**src/rtl/vga_text_pkg.sv**
```systemverilog
`default_nettype none
// ============================================================================
// Module   : vga_text_pkg
// Brief    : Shared geometry defaults, control codes and writer state type.
// Revision : 1.0
// ============================================================================
package vga_text_pkg;

   localparam int COLS_DEFAULT = 80;
   localparam int ROWS_DEFAULT = 30;

   localparam logic [7:0] CH_SPACE    = 8'h20;
   localparam logic [7:0] CH_LF       = 8'h0A;
   localparam logic [7:0] CH_CR       = 8'h0D;
   localparam logic [7:0] CH_BS       = 8'h08;
   localparam logic [7:0] CH_FF       = 8'h0C;
   localparam logic [7:0] CH_TAB      = 8'h09;
   localparam logic [7:0] CH_PRINT_LO = 8'h20;
   localparam logic [7:0] CH_PRINT_HI = 8'h7E;

   typedef enum logic [1:0] {
      IDLE       = 2'd0,
      CLR_ROW    = 2'd1,
      CLR_SCREEN = 2'd2
   } writer_state_t;

   function automatic logic is_printable(input logic [7:0] ch);
      return (ch >= CH_PRINT_LO) && (ch <= CH_PRINT_HI);
   endfunction

endpackage : vga_text_pkg
`default_nettype wire

```
**src/rtl/vga_cursor.sv**
```systemverilog
`default_nettype none
// ============================================================================
// Module   : vga_cursor
// Brief    : Cursor column/row, row base and linear address with all wrap logic.
// Revision : 1.0
// ============================================================================
module vga_cursor
   import vga_text_pkg::*;
#(
   parameter int COLS  = COLS_DEFAULT,
   parameter int ROWS  = ROWS_DEFAULT,
   parameter int COL_W = $clog2(COLS),
   parameter int ROW_W = $clog2(ROWS),
   parameter int LIN_W = $clog2(COLS * ROWS)
) (
   input  logic             clk,
   input  logic             reset,
   input  logic             inc,
   input  logic             newline,
   input  logic             home,
   input  logic             back,
   input  logic             cret,
   input  logic             tab,
   output logic [COL_W-1:0] cursor_x,
   output logic [ROW_W-1:0] cursor_y,
   output logic [LIN_W-1:0] row_base,
   output logic [LIN_W-1:0] lin_addr,
   output logic             row_adv
);

   logic [COL_W-1:0] r_x;
   logic [ROW_W-1:0] r_y;
   logic [LIN_W-1:0] r_base;
   logic [LIN_W-1:0] r_lin;

   logic             w_last_col;
   logic             w_last_row;
   logic             w_tab_wrap;
   logic [COL_W:0]   w_tab_stop;
   logic [LIN_W-1:0] w_next_base;

   assign w_last_col  = (r_x == COL_W'(COLS - 1));
   assign w_last_row  = (r_y == ROW_W'(ROWS - 1));

   // Next multiple of 8, one bit wider so a stop at or past COLS is detectable.
   assign w_tab_stop  = {1'b0, r_x | COL_W'(7)} + (COL_W + 1)'(1);
   assign w_tab_wrap  = tab && (w_tab_stop >= (COL_W + 1)'(COLS));

   assign row_adv     = newline || (inc && w_last_col) || w_tab_wrap;
   assign w_next_base = w_last_row ? '0 : r_base + LIN_W'(COLS);

   always_ff @(posedge clk or posedge reset) begin
      if (reset) begin
         r_x    <= '0;
         r_y    <= '0;
         r_base <= '0;
         r_lin  <= '0;
      end else if (home) begin
         r_x    <= '0;
         r_y    <= '0;
         r_base <= '0;
         r_lin  <= '0;
      end else if (row_adv) begin
         r_x    <= '0;
         r_y    <= w_last_row ? '0 : r_y + ROW_W'(1);
         r_base <= w_next_base;
         r_lin  <= w_next_base;
      end else if (inc) begin
         r_x    <= r_x + COL_W'(1);
         r_lin  <= r_lin + LIN_W'(1);
      end else if (back && (r_x != '0)) begin
         r_x    <= r_x - COL_W'(1);
         r_lin  <= r_lin - LIN_W'(1);
      end else if (cret) begin
         r_x    <= '0;
         r_lin  <= r_base;
      end else if (tab) begin
         r_x    <= w_tab_stop[COL_W-1:0];
         r_lin  <= r_base + LIN_W'(w_tab_stop);
      end
   end

   assign cursor_x = r_x;
   assign cursor_y = r_y;
   assign row_base = r_base;
   assign lin_addr = r_lin;

endmodule : vga_cursor
`default_nettype wire

```
**src/rtl/vga_text_writer.sv**
```systemverilog
`default_nettype none
// ============================================================================
// Module   : vga_text_writer
// Brief    : Byte-stream writer into the text buffer with terminal control
//            codes and row/screen clears. Option: VGA_WRITER_TAB_EN (TAB stops).
// Revision : 1.0
// ============================================================================
module vga_text_writer
   import vga_text_pkg::*;
#(
   parameter  int COLS   = COLS_DEFAULT,
   parameter  int ROWS   = ROWS_DEFAULT,
   parameter  int ADDR_W = 32,
   localparam int COL_W  = $clog2(COLS),
   localparam int ROW_W  = $clog2(ROWS)
) (
   input  logic              clk,
   input  logic              reset,
   input  logic [7:0]        char_in,
   input  logic              char_valid,
   output logic              char_ready,
   output logic              wr_en,
   output logic [ADDR_W-1:0] wr_addr,
   output logic [7:0]        wr_data,
   output logic [COL_W-1:0]  cursor_x,
   output logic [ROW_W-1:0]  cursor_y
);

   localparam int               LIN_W         = $clog2(COLS * ROWS);
   localparam logic [LIN_W-1:0] C_ROW_LAST    = LIN_W'(COLS - 1);
   localparam logic [LIN_W-1:0] C_SCREEN_LAST = LIN_W'(COLS * ROWS - 1);

   writer_state_t    r_state;
   logic [LIN_W-1:0] r_clr_cnt;

   logic             w_accept;
   logic             w_inc;
   logic             w_newline;
   logic             w_home;
   logic             w_back;
   logic             w_cret;
   logic             w_tab;
   logic             w_row_adv;
   logic [LIN_W-1:0] w_row_base;
   logic [LIN_W-1:0] w_lin_addr;

   assign char_ready = (r_state == IDLE);
   assign w_accept   = char_valid && char_ready;

   assign w_inc      = w_accept && is_printable(char_in);
   assign w_newline  = w_accept && (char_in == CH_LF);
   assign w_home     = w_accept && (char_in == CH_FF);
   assign w_back     = w_accept && (char_in == CH_BS);
   assign w_cret     = w_accept && (char_in == CH_CR);

`ifdef VGA_WRITER_TAB_EN
   assign w_tab      = w_accept && (char_in == CH_TAB);
`else
   assign w_tab      = 1'b0;
`endif

   vga_cursor #(
      .COLS    (COLS),
      .ROWS    (ROWS),
      .COL_W   (COL_W),
      .ROW_W   (ROW_W),
      .LIN_W   (LIN_W)
   ) u_cursor (
      .clk     (clk),
      .reset   (reset),
      .inc     (w_inc),
      .newline (w_newline),
      .home    (w_home),
      .back    (w_back),
      .cret    (w_cret),
      .tab     (w_tab),
      .cursor_x(cursor_x),
      .cursor_y(cursor_y),
      .row_base(w_row_base),
      .lin_addr(w_lin_addr),
      .row_adv (w_row_adv)
   );

   // Clear states emit one space per edge; the edge that registers the last
   // write also returns to IDLE.
   always_ff @(posedge clk or posedge reset) begin
      if (reset) begin
         r_state   <= CLR_SCREEN;
         r_clr_cnt <= '0;
         wr_en     <= 1'b0;
         wr_addr   <= '0;
         wr_data   <= '0;
      end else begin
         wr_en <= 1'b0;
         case (r_state)
            IDLE: begin
               r_clr_cnt <= '0;
               if (w_inc) begin
                  wr_en   <= 1'b1;
                  wr_addr <= ADDR_W'(w_lin_addr);
                  wr_data <= char_in;
               end else if (w_back && (cursor_x != '0)) begin
                  wr_en   <= 1'b1;
                  wr_addr <= ADDR_W'(w_lin_addr - LIN_W'(1));
                  wr_data <= CH_SPACE;
               end
               if (w_home) begin
                  r_state <= CLR_SCREEN;
               end else if (w_row_adv) begin
                  r_state <= CLR_ROW;
               end
            end

            CLR_ROW: begin
               wr_en   <= 1'b1;
               wr_addr <= ADDR_W'(w_row_base + r_clr_cnt);
               wr_data <= CH_SPACE;
               if (r_clr_cnt == C_ROW_LAST) begin
                  r_state   <= IDLE;
                  r_clr_cnt <= '0;
               end else begin
                  r_clr_cnt <= r_clr_cnt + LIN_W'(1);
               end
            end

            CLR_SCREEN: begin
               wr_en   <= 1'b1;
               wr_addr <= ADDR_W'(r_clr_cnt);
               wr_data <= CH_SPACE;
               if (r_clr_cnt == C_SCREEN_LAST) begin
                  r_state   <= IDLE;
                  r_clr_cnt <= '0;
               end else begin
                  r_clr_cnt <= r_clr_cnt + LIN_W'(1);
               end
            end

            default: begin
               r_state   <= IDLE;
               r_clr_cnt <= '0;
            end
         endcase
      end
   end

endmodule : vga_text_writer
`default_nettype wire
```
**config.mk**
```make
export PLATFORM = sky130hd
export DESIGN_NAME = vga_text_writer
export DESIGN_NICKNAME = d
export VERILOG_FILES = /design/src/rtl/vga_text_pkg.sv /design/src/rtl/vga_cursor.sv /design/src/rtl/vga_text_writer.sv
export SDC_FILE = /design/constraint.sdc
export NUM_CORES = 1
export LEC_CHECK = 0
export BUFFER_PORTS_ARGS = -buffer_cell sky130_fd_sc_hd__buf_2
export CORE_MARGIN = 2
export CORE_UTILIZATION = 50
export DETAILED_ROUTE_END_ITERATION = 8
export PLACE_DENSITY = 0.75
export SKIP_LAST_GASP = 1
export SYNTH_ARGS = -nofsm -noshare
export SYNTH_HDL_FRONTEND = slang
export SYNTH_HIERARCHICAL = 1
export SYNTH_SLANG_ARGS = --single-unit
export TNS_END_PERCENT = 1
```
**constraint.sdc**
```tcl
create_clock -name clk -period 6.3 [get_ports clk]
set_input_delay 0.63 -clock clk [delete_from_list [all_inputs] [get_ports clk]]
set_output_delay 0.63 -clock clk [all_outputs]
set_load 0.05 [all_outputs]
```
-- After elaboration in Yosys (flattened, before gate mapping)
Index checks and enable logic that the tools add are counted.
- register bits: 91
- input port bits: 11
- output and inout bits: 54
- logic and storage cells: 87
- add/sub/neg operators: 9
- order comparisons: 2
- eq/ne operators: 14
- muxes and demuxes: 33
- reductions and logical operators: 20
- operator list (kind ; count):
    12-bit 2-to-1 mux ; 10
    32-bit one-hot mux with 3 select lines ; 1
    32-bit 2-to-1 mux ; 2
    7-bit 2-to-1 mux ; 5
    8-bit by 4-bit equality test with 1-bit output (second input constant) ; 4
    12-bit by 1-bit adder with 12-bit output (second input constant) ; 2
    12-bit one-hot mux with 2 select lines ; 1
    8-bit 2-to-1 mux ; 2
    8-bit one-hot mux with 2 select lines ; 1
    5-bit 2-to-1 mux ; 3
    12-bit by 12-bit adder with 13-bit output ; 1
    12-bit by 1-bit subtractor with 13-bit output (second input constant) ; 1
    12-bit by 7-bit adder with 12-bit output (second input constant) ; 1
    12-bit equality test (second input constant) ; 1
    12-bit by 7-bit equality test with 1-bit output (second input constant) ; 1
    12-bit by 1-bit subtractor with 12-bit output (second input constant) ; 1
    1-bit logical AND ; 9
    8-bit by 6-bit greater-or-equal comparator with 1-bit output (second input constant) ; 1
    8-bit by 7-bit <= comparator with 1-bit output (second input constant) ; 1
    2-bit 2-to-1 mux ; 4
    7-bit by 1-bit adder with 7-bit output (second input constant) ; 1
    7-bit equality test (second input constant) ; 1
    7-bit nonzero test ; 1
    7-bit by 1-bit subtractor with 7-bit output (second input constant) ; 1
    17 further kinds ; 22

-- Depth between registers and ports, before layout
Gate-level depths: netlist of run 1.
- depth after elaboration: 8
- depth in mapped cells: 14
- gate-level depth less buffers: 12

-- Cells and area by module
The synthesis of run 1 kept the hierarchy.
- by module, submodules not included (module ; instances ; cells an instance ; area an instance (sq um) ; sequential area each (sq um)):
    vga_cursor ; 1 ; 391 ; 3143.0 ; 900.9
    vga_text_writer ; 1 ; 347 ; 2999.1 ; 927.1

-- Worst setup path before layout of run 1
Ideal clock, no wire load.
- path type: register -> register
- start: reg r_state[1]
- end: reg u_cursor.r_lin[8], in the netlist u_cursor/lin_addr[8]
- setup time: 120 ps
- arrival: 3049 ps
- required time: 6180 ps
- slack: 3131 ps
- cell stages (with the launch flop): 14
- buffers on the path: 2
- clock period less this slack: 3169 ps
- cell sequence: dfstp_2 > inv_1 > ha_1 > and3b_1 > nand2_1 > or3_1 > inv_1 > or4_1 > a31o_2 > or3_1 > buf_2 > buf_6 > o22ai_1 > nor2_1
- elaborated cells on any way between the ends: 15
- classes of those cells: mux (4); reduce/logical (11)
- RTL lines (element ; line ; text):
    start, declared ; vga_text_writer.sv:33 ; writer_state_t r_state;
    start signal, assigned ; vga_text_writer.sv:88 ; r_state <= CLR_SCREEN;
    start signal, assigned ; vga_text_writer.sv:108 ; r_state <= CLR_SCREEN;
    start signal, assigned ; vga_text_writer.sv:110 ; r_state <= CLR_ROW;
    2-bit zero test * ; vga_text_writer.sv:47 ; assign char_ready = (r_state == IDLE);
    via char_ready ; vga_text_writer.sv:21 ; output logic char_ready,
    1-bit logical AND * ; vga_text_writer.sv:48 ; assign w_accept = char_valid && char_ready;
    1-bit logical AND * ; vga_text_writer.sv:52 ; assign w_home = w_accept && (char_in == CH_FF);
    via w_home ; vga_text_writer.sv:39 ; logic w_home;
    5-bit nonzero test (no line) or 12-bit 2-to-1 mux (tied branches) ; - ;
    end signal, assigned ; vga_cursor.sv:73 ; r_lin <= r_lin - LIN_W'(1);
    end signal, assigned ; vga_cursor.sv:76 ; r_lin <= r_base;
    end signal, assigned ; vga_cursor.sv:79 ; r_lin <= r_base + LIN_W'(w_tab_stop);
    end, declared ; vga_cursor.sv:34 ; logic [LIN_W-1:0] r_lin;
Mark *: on every way through the listed nets, which the timed path passes. The rest lies on a longest branch.
A chain may end at the register's enable or synchronous reset.

-- Final worst setup path of run 1
- start: reg r_state[1]
- end: reg u_cursor.r_lin[11], in the netlist u_cursor/lin_addr[11]
- elaborated cells on any way between the ends: 15
- classes of those cells: mux (4); reduce/logical (11)
- RTL lines (element ; line ; text):
    2-bit zero test * ; vga_text_writer.sv:47 ;
    1-bit logical AND * ; vga_text_writer.sv:48 ;
    1-bit logical AND ; vga_text_writer.sv:50 ; assign w_inc = w_accept && is_printable(char_in);
    1-bit logical AND ; vga_cursor.sv:49 ; assign row_adv = newline || (inc && w_last_col) || w_tab_wrap;
    1-bit logical OR * ; vga_cursor.sv:49 ;
    via w_row_adv ; vga_text_writer.sv:43 ; logic w_row_adv;
    12-bit 2-to-1 mux ; vga_cursor.sv:63 ; end else if (row_adv) begin
    12-bit 2-to-1 mux ; vga_cursor.sv:58 ; end else if (home) begin
    end signal, assigned ; vga_cursor.sv:67 ; r_lin <= w_next_base;
    end signal, assigned ; vga_cursor.sv:70 ; r_lin <= r_lin + LIN_W'(1);
    end signal, assigned ; vga_cursor.sv:73 ;
Marked as above.

==> metrics.md, run 1 <==
| Metric | Value |
|---|---|
| Worst Path Max Fanout | `22` |
| Worst Setup SP | `r_state[1]` |
| Min-delay worst type | `in -> async` |
| Post-synth top area share | `a little under 30%` |
| Final period util | `a little under three quarters` |
| H-tree Lvls | `3` |
| DRC errors left | `0` |
| Total Wirelength | `~18 mm` |
| Vias per std cell | `around 6.5` |
| Setup Viol. Count Final | `0` |
| Total gr overflow | `0` |
| Clock root buffer | `clkbuf_16` |
| Antenna violations before repair | `0` |
| Top cells by area, synth | `dfrtp_1 (29%), ha_1 (7.1%), nand2_1 (3.7%)` |
| Worst-margin pin slew | `1.14 ns` |
| TritonCTS Buffers | `9` |
| Clk buf depth | `2` |
| Pwr Density | `roughly 480 nW/µm²` |
| Maximum number of pins on one net before global-route repair | `63` |
| First-pass GRT wire length | `approximately 29 mm` |
| ANT nets after route | `0` |
| Core Area | `around 12000 µm²` |
| Synth cell types | `just under 80` |
| Minimum clock period | `approximately 4.5 ns` |
| Max_cap viols | `0` |
| Avg WL per Cell | `19.5 µm` |
| Required time worst endpoint | `6.57 ns` |
| Max Slew Vio Count | `0` |
| Yosys warns | `6` |
| Clock tree from TritonCTS | `yes` |
| RSZ-0062 raised after global routing | `false` |
| Final worst slack | `between 1.5 and 2 ns` |
| Post-synth EDFFs | `0` |
| Die width | `about 110 µm` |
| Hold Slack | `0.404 ns` |
| Layout cells sized above 1 | `14.1%` |
| Fraction of registers with async set/reset | `100%` |
| Seq/Total Area, Yosys | `around 30%` |
| Cell Area, Synth | `approximately 6100 µm²` |
| Status | `completed` |
| Max VDD drop | `approximately 0.00023 V` |
| Finished Layout Cells | `906` |
| Post-CTS setup repair buffer count | `0` |
| Setup TNS | `0 ns` |
| Clock skew | `about 0.011 ns` |
| Die Y | `between 100 and 150 µm` |
| Cells after DPL | `between 800 and 900` |
| Fmax | `roughly 220 MHz` |
| Crit-path max cell delay | `between 0.7 and 0.8 ns` |
| Gpl congestion | `between 0.9 and 1` |
| Syn Inst Count | `approximately 740` |
| Reg2reg start | `r_state[1]` |
| Clock latency at the later pin of the worst-skew pair | `approximately 0.35 ns` |
| Main synth FF type | `dfrtp_1` |
| Final hold violation count | `0` |
| Clk sinks | `73` |
| Io pins | `65` |
| Cts hold-fix bufs | `0` |
| Yosys reg bits | `between 70 and 80` |
| DP Wirelength | `12.8 mm` |
| CP Launch Type | `flip-flop` |
| Slew HR | `roughly a quarter` |
| Vias in the first global route | `5696` |
| Starting Density | `51.1%` |
| Port Buf Inserts | `64` |
| Largest area contributor in the netlist | `dfrtp_1` |
| Worst endpoint data arrival time | `roughly 4.7 ns` |
| Rows | `40` |
| Leakage | `between 2 and 3 nW` |
| Pre-CTS WS | `1.98 ns` |
| P&R area growth vs syn | `8.31%` |
| Iteration-0 DRC count of the detailed router | `between 800 and 900` |
| Clock transition at path regs | `~0.06 ns` |
| Diode count | `0` |
| Gr usage total | `28.0%` |
| Detailed Routing Iterations Pass 1 | `6` |
| Mean Syn Cell Area | `8.32 µm²` |
| WS Path Type | `reg -> reg` |
| Die Footprint | `roughly 13000 µm²` |
| CP Capture Type | `flip-flop` |
| Slowest-stage cell, CP | `nor2_1` |
| CP cell instances | `inv_1 -> ha_1 -> and3b_1 -> o211ai_2 -> inv_2 -> a31oi_1 -> o31a_1 -> clkinv_1 -> nor2_1 -> o311ai_0 -> o21ai_1` |
| Nets | `802` |
| Via count of the routed design | `about 5900` |
| Cts repair resizes | `0` |
## placed cells by master, fill, tap and decap left out, drive strengths merged, types with 12 or more instances in the layout
cell and instances:
o211ai 15, nand2b 14, ha 35, clkbuf 12
nand3 25, nor4 22, inv 32, xnor2 26
o21ai 36, nor3 28, and3 17, dfrtp 72
a21oi 35, buf 69, o31ai 12, xor2 19
nor2 47, nand2 61
## flip-flops by register name (all words and copies together) (netlist names)
signal / cells
r_state: 2
wr_data: 8
u_cursor/lin_addr: 12
wr_addr: 14
u_cursor/cursor_y: 5
r_clr_cnt: 12
u_cursor/row_base: 12
u_cursor/cursor_x: 7
wr_en: 1
## power by group
| group | internal, mW | switching [mW] | leakage [nW] |
|---|---|---|---|
| sequential | 0.612 | 0.288 | 0.931 |
| clock | 0.328 | 0.203 | 0.149 |
| combinational | 0.624 | 1.12 | 1.86 |
## critical path: cells and delay by family, from the launching register on
kind,cells,cell delay (ns)
AO/OA/AOI/OAI,5,1.68
AND/OR/NAND/NOR,2,1.03
buffers and inverters,3,0.87
flip-flops,1,0.57
adder cells (fa/ha/maj),1,0.23
## cell usage after synthesis (6+ instances only)
master	count
a211oi_1	9
a21o_1	11
a21oi_1	35
a221oi_1	6
a31oi_1	11
and3_1	17
buf_2	13
buf_4	18
clkbuf_1	31
dfrtp_1	72
ha_1	35
inv_1	31
nand2_1	61
nand2b_1	14
nand3_1	25
nand4_1	9
nor2_1	46
nor3_1	27
nor4_1	22
o211ai_1	14
o21a_1	8
o21ai_0	32
o311ai_0	6
o31a_1	6
o31ai_1	12
or3_1	7
xnor2_1	26
xor2_1	19
## layer usage
layer | track usage, % | wire length [µm] | vias up
met1 | 36.4 | 7670 | 2816
met3 | 5.85 | 1170 | 58
met4 | 14.3 | 738 | 0
li1 | - | - | 2762
met2 | 44.4 | 8100 | 253
met5 | 0 | 0 | -
## layout make-up
class	count	area, µm²
fillers	1112	5360
multi-input cells	568	3850
flip-flops and latches	73	1830
repair buffers	69	358
clock buffers	12	256
well taps	147	184
inverters	33	124
clock inverters	4	51.3
## metrics by stage
step	area (µm²)	utilization, %	power [mW]
2_1_floorplan	6150	-	2.21
3_3_place_gp	6340	52.8	2.57
6_report	6650	55.4	3.18
4_1_cts	6650	55.4	3.16
3_5_place_dp	6340	52.8	2.62
5_1_grt	6650	55.4	3.39
## final timing paths
path / endpoint / slack, ns / cells after the start
max: u_cursor/lin_addr[11] / 1.84 / 11
min: r_clr_cnt[0] / 0.40 / 3
max reg2reg: u_cursor/lin_addr[11] / 1.84 / 11
min reg2reg: wr_data[6] / 0.47 / 1
max in group asynchronous: r_state[1] / 5.54 / 3
min in group clk: wr_data[6] / 0.47 / 1
## logic make-up (layout without fill, tap and decap cells)
| group | after synthesis | count (layout) | share of synthesized area (%) |
|---|---|---|---|
| other | 1 | 2 | 0.0611 |
| adder cells (fa/ha/maj) | 37 | 37 | 7.78 |
| XOR/XNOR | 45 | 45 | 6.42 |
| flip-flops | 73 | 73 | 29.8 |
| multiplexers | 8 | 8 | 1.39 |
| AND/OR/NAND/NOR | 271 | 271 | 23.2 |
| AO/OA/AOI/OAI | 205 | 205 | 23.8 |
| buffers and inverters | 98 | 118 | 7.60 |
No activity file was read; power rests on OpenSTA's default activity.
==> inputs of run 2 (changes only) <==
--- a/config.mk
+++ b/config.mk
@@ -5,11 +5,12 @@
 export SDC_FILE = /design/constraint.sdc
 export NUM_CORES = 1
 export LEC_CHECK = 0
+export ABC_AREA = 1
 export BUFFER_PORTS_ARGS = -buffer_cell sky130_fd_sc_hd__buf_2
 export CORE_MARGIN = 2
 export CORE_UTILIZATION = 50
 export DETAILED_ROUTE_END_ITERATION = 8
-export PLACE_DENSITY = 0.75
+export PLACE_DENSITY = 0.77
 export SKIP_LAST_GASP = 1
 export SYNTH_ARGS = -nofsm -noshare
 export SYNTH_HDL_FRONTEND = slang
==> constraint.sdc (replaced) <==
create_clock -name clk -period 3.85 [get_ports clk]
set_input_delay 0.385 -clock clk [delete_from_list [all_inputs] [get_ports clk]]
set_output_delay 0.385 -clock clk [all_outputs]
set_load 0.05 [all_outputs]
==> run 2 against run 1 <==
Compared with the run above:
- critical path depth up 2
- total power increased by 72%
- non-clock buffer count up 2
- clock skew down 0.0027 ns
==> metrics.md, run 2 <==
| Metric | Value |
|---|---|
| Syn Inst Count | `945` |
| Detailed Routing Iterations Pass 1 | `5` |
| Seq/Total Area, Yosys | `slightly below 30%` |
| Cts hold-fix bufs | `0` |
| Clock latency at the later pin of the worst-skew pair | `roughly 0.35 ns` |
| Antenna violations before repair | `0` |
| Gpl congestion | `just under 1` |
| Worst Path Max Fanout | `14` |
| Cells after DPL | `~1100` |
| Yosys reg bits | `73` |
| Yosys warns | `6` |
| Avg WL per Cell | `roughly 15 µm` |
| Post-synth EDFFs | `0` |
| Main synth FF type | `dfrtp_1` |
| Mean Syn Cell Area | `~6.7 µm²` |
| DP Wirelength | `13.2 mm` |
| R2R Path End | `u_cursor/cursor_x[3]` |
| Depth of the most critical reg-to-reg path | `13` |
| Diode count | `0` |
| CP Launch Type | `flip-flop` |
| Most common cell after layout, fill and taps aside | `nand2_1` |
| Largest register FFs | `14` |
| Clock skew | `roughly 0.0084 ns` |
| Core Area | `approximately 12000 µm²` |
| Worst-margin pin slew | `0.761 ns` |
| Status | `completed` |
| TritonCTS Buffers | `9` |
| Leakage | `around 3.5 nW` |
| Max VDD drop | `0.000563 V` |
| Die Footprint | `~14000 µm²` |
| Die width | `roughly 120 µm` |
| Finished Layout Cells | `~1200` |
| Max_cap viols | `0` |
| RSZ-0062 raised after global routing | `false` |
| Clk sinks | `between 70 and 80` |
| Clk buf depth | `2` |
| Clock transition at path regs | `0.06 ns` |
| Setup Viol. Count Final | `0` |
| Worst Setup SP | `r_state[0]` |
| WS Path Type | `reg -> reg` |
| Vias in the first global route | `5472` |
| Port Buf Inserts | `between 60 and 70` |
| Fin util | `between 50% and 60%` |
| Die Y | `116 µm` |
| Final hold violation count | `0` |
| Iteration-0 DRC count of the detailed router | `slightly above 700` |
| Worst endpoint data arrival time | `between 3 and 4 ns` |
| Slew HR | `49.2%` |
| Count leader, synth | `nand2_1` |
| Post-CTS setup repair buffer count | `0` |
| Required time worst endpoint | `around 4 ns` |
| Setup TNS | `0 ns` |
| Post-synth top area share | `roughly 29%` |
| Clock root buffer | `clkbuf_16` |
| Fmax | `329 MHz` |
| Synth top cells by count | `nand2_1 (242), inv_1 (102), nor2_1 (102)` |
| Hold Slack | `0.0234 ns` |
| Total gr overflow | `0` |
| Fraction of registers with async set/reset | `between 90% and 100%` |
| Flop2flop setup slack | `slightly above 0.8 ns` |
| P&R area growth vs syn | `9.60%` |
| ANT nets after route | `0` |
| Minimum clock period | `about 3 ns` |
| Via count of the routed design | `approximately 6400` |
| Vias per std cell | `5.55` |
| Min-delay worst type | `in -> async` |
| Layout cells sized above 1 | `12.2%` |
| Total Wirelength | `17.7 mm` |
| H-tree Lvls | `3` |
| Pre-CTS WS | `slightly below 0.9 ns` |
| Final worst slack | `slightly above 0.8 ns` |
| Top cells by area, synth | `dfrtp_1 (29%), nand2_1 (14%), nand3_1 (7.1%)` |
| Cell Area, Synth | `between 6000 and 7000 µm²` |
| Nets | `about 1000` |
| Max Slew Vio Count | `0` |
| CP Capture Type | `flip-flop` |
| Io pins | `65` |
| Maximum number of pins on one net before global-route repair | `37` |
| DRC errors left | `0` |
| Final period util | `between 70% and 80%` |
| Pwr Density | `approximately 790 nW/µm²` |
| Reg2reg start | `r_state[0]` |
| Biggest register | `wr_addr` |
| First-pass GRT wire length | `28.2 mm` |
| Largest area contributor in the netlist | `dfrtp_1` |
| Clock tree from TritonCTS | `yes` |
| Synth cell types | `a little under 50` |
| Most frequent cells in the layout | `nand2_1 (242), nor2_1 (102), inv_1 (102), nand3_1 (90), dfrtp_1 (72)` |
| Gr usage total | `around 27%` |
| Rows | `slightly above 40` |
| Starting Density | `between 50% and 60%` |
| Cts repair resizes | `0` |
| Worst setup path end | `u_cursor/cursor_x[3]` |
-- run 2: cell count changes in the layout (fill, tap and decap cells not counted), moves of 12 or more --
cell      change
inv_1        +71
o21ai_0      +30
and3_1       -15
o31ai_1      -12
a21oi_1      +22
nand2b_1     -14
nand2_1     +181
nand3_1      +65
xnor2_1      -21
nor2_1       +56
nor4_1       -20
-- run 2: layout make-up --
class | instances | area (µm²)
Sequential cell | 73 | 1830
Inverter | 107 | 403
Clock buffer | 12 | 256
Fill cell | 1205 | 5550
Multi-Input combinational cell | 723 | 3790
Timing Repair Buffer | 71 | 373
Clock inverter | 4 | 51.3
Tap cell | 172 | 215
-- run 2: how the worst min path moves through the flow --
stage | start | endpoint | slack, ns
2_1_floorplan | r_state[1] | r_state[1] | 0.47
6_report | reset | wr_data[4] | 0.02
3_3_place_gp | reset | wr_data[1] | 0.40
4_1_cts | reset | wr_data[4] | 0.03
5_1_grt | reset | wr_data[4] | 0.07
3_5_place_dp | reset | wr_data[1] | 0.40
-- run 2: report_power, final --
part           switching, mW  internal (mW)
sequential             0.439           1.01
combinational           2.16          0.998
clock                  0.334          0.537
total                   2.93           2.54
-- run 2: routing by layer --
metal	up-vias	track usage (%)	wire length, µm
met5	-	0	0
met4	0	10.6	515
met3	38	5.14	1590
met2	319	40.3	7740
met1	2932	38.1	7890
li1	3158	-	-
-- run 2: metrics by stage --
stage                     cell area (µm²)  power, mW
after floorplan                      6310       3.80
after global placement               6610       4.50
after detailed placement             6610       4.53
after CTS                            6910       5.43
after global routing                 6910       5.93
final                                6910       5.47
-- run 2: worst max-delay path, cell delays in order (launching register included) --
cell and delay (ns):
dfrtp_1 0.43, inv_1 0.10, ha_1 0.34, nand3_1 0.17, nor2_2 0.16, inv_1 0.08, nor3_1 0.24, a21boi_2 0.60
nor2_4 0.11, nand3_4 0.18, nand2_4 0.12, nor2_2 0.20, nand2_1 0.10, o21ai_1 0.14
-- run 2: cell families after synthesis --
family                   Yosys count  share of synthesized area, %
flip-flops                        73                          29.0
AND/OR/NAND/NOR                  499                          34.2
adder cells (fa/ha/maj)           37                          7.58
buffers and inverters            150                          11.0
XOR/XNOR                          27                          3.87
AO/OA/AOI/OAI                    158                          14.3
other                              1                        0.0594
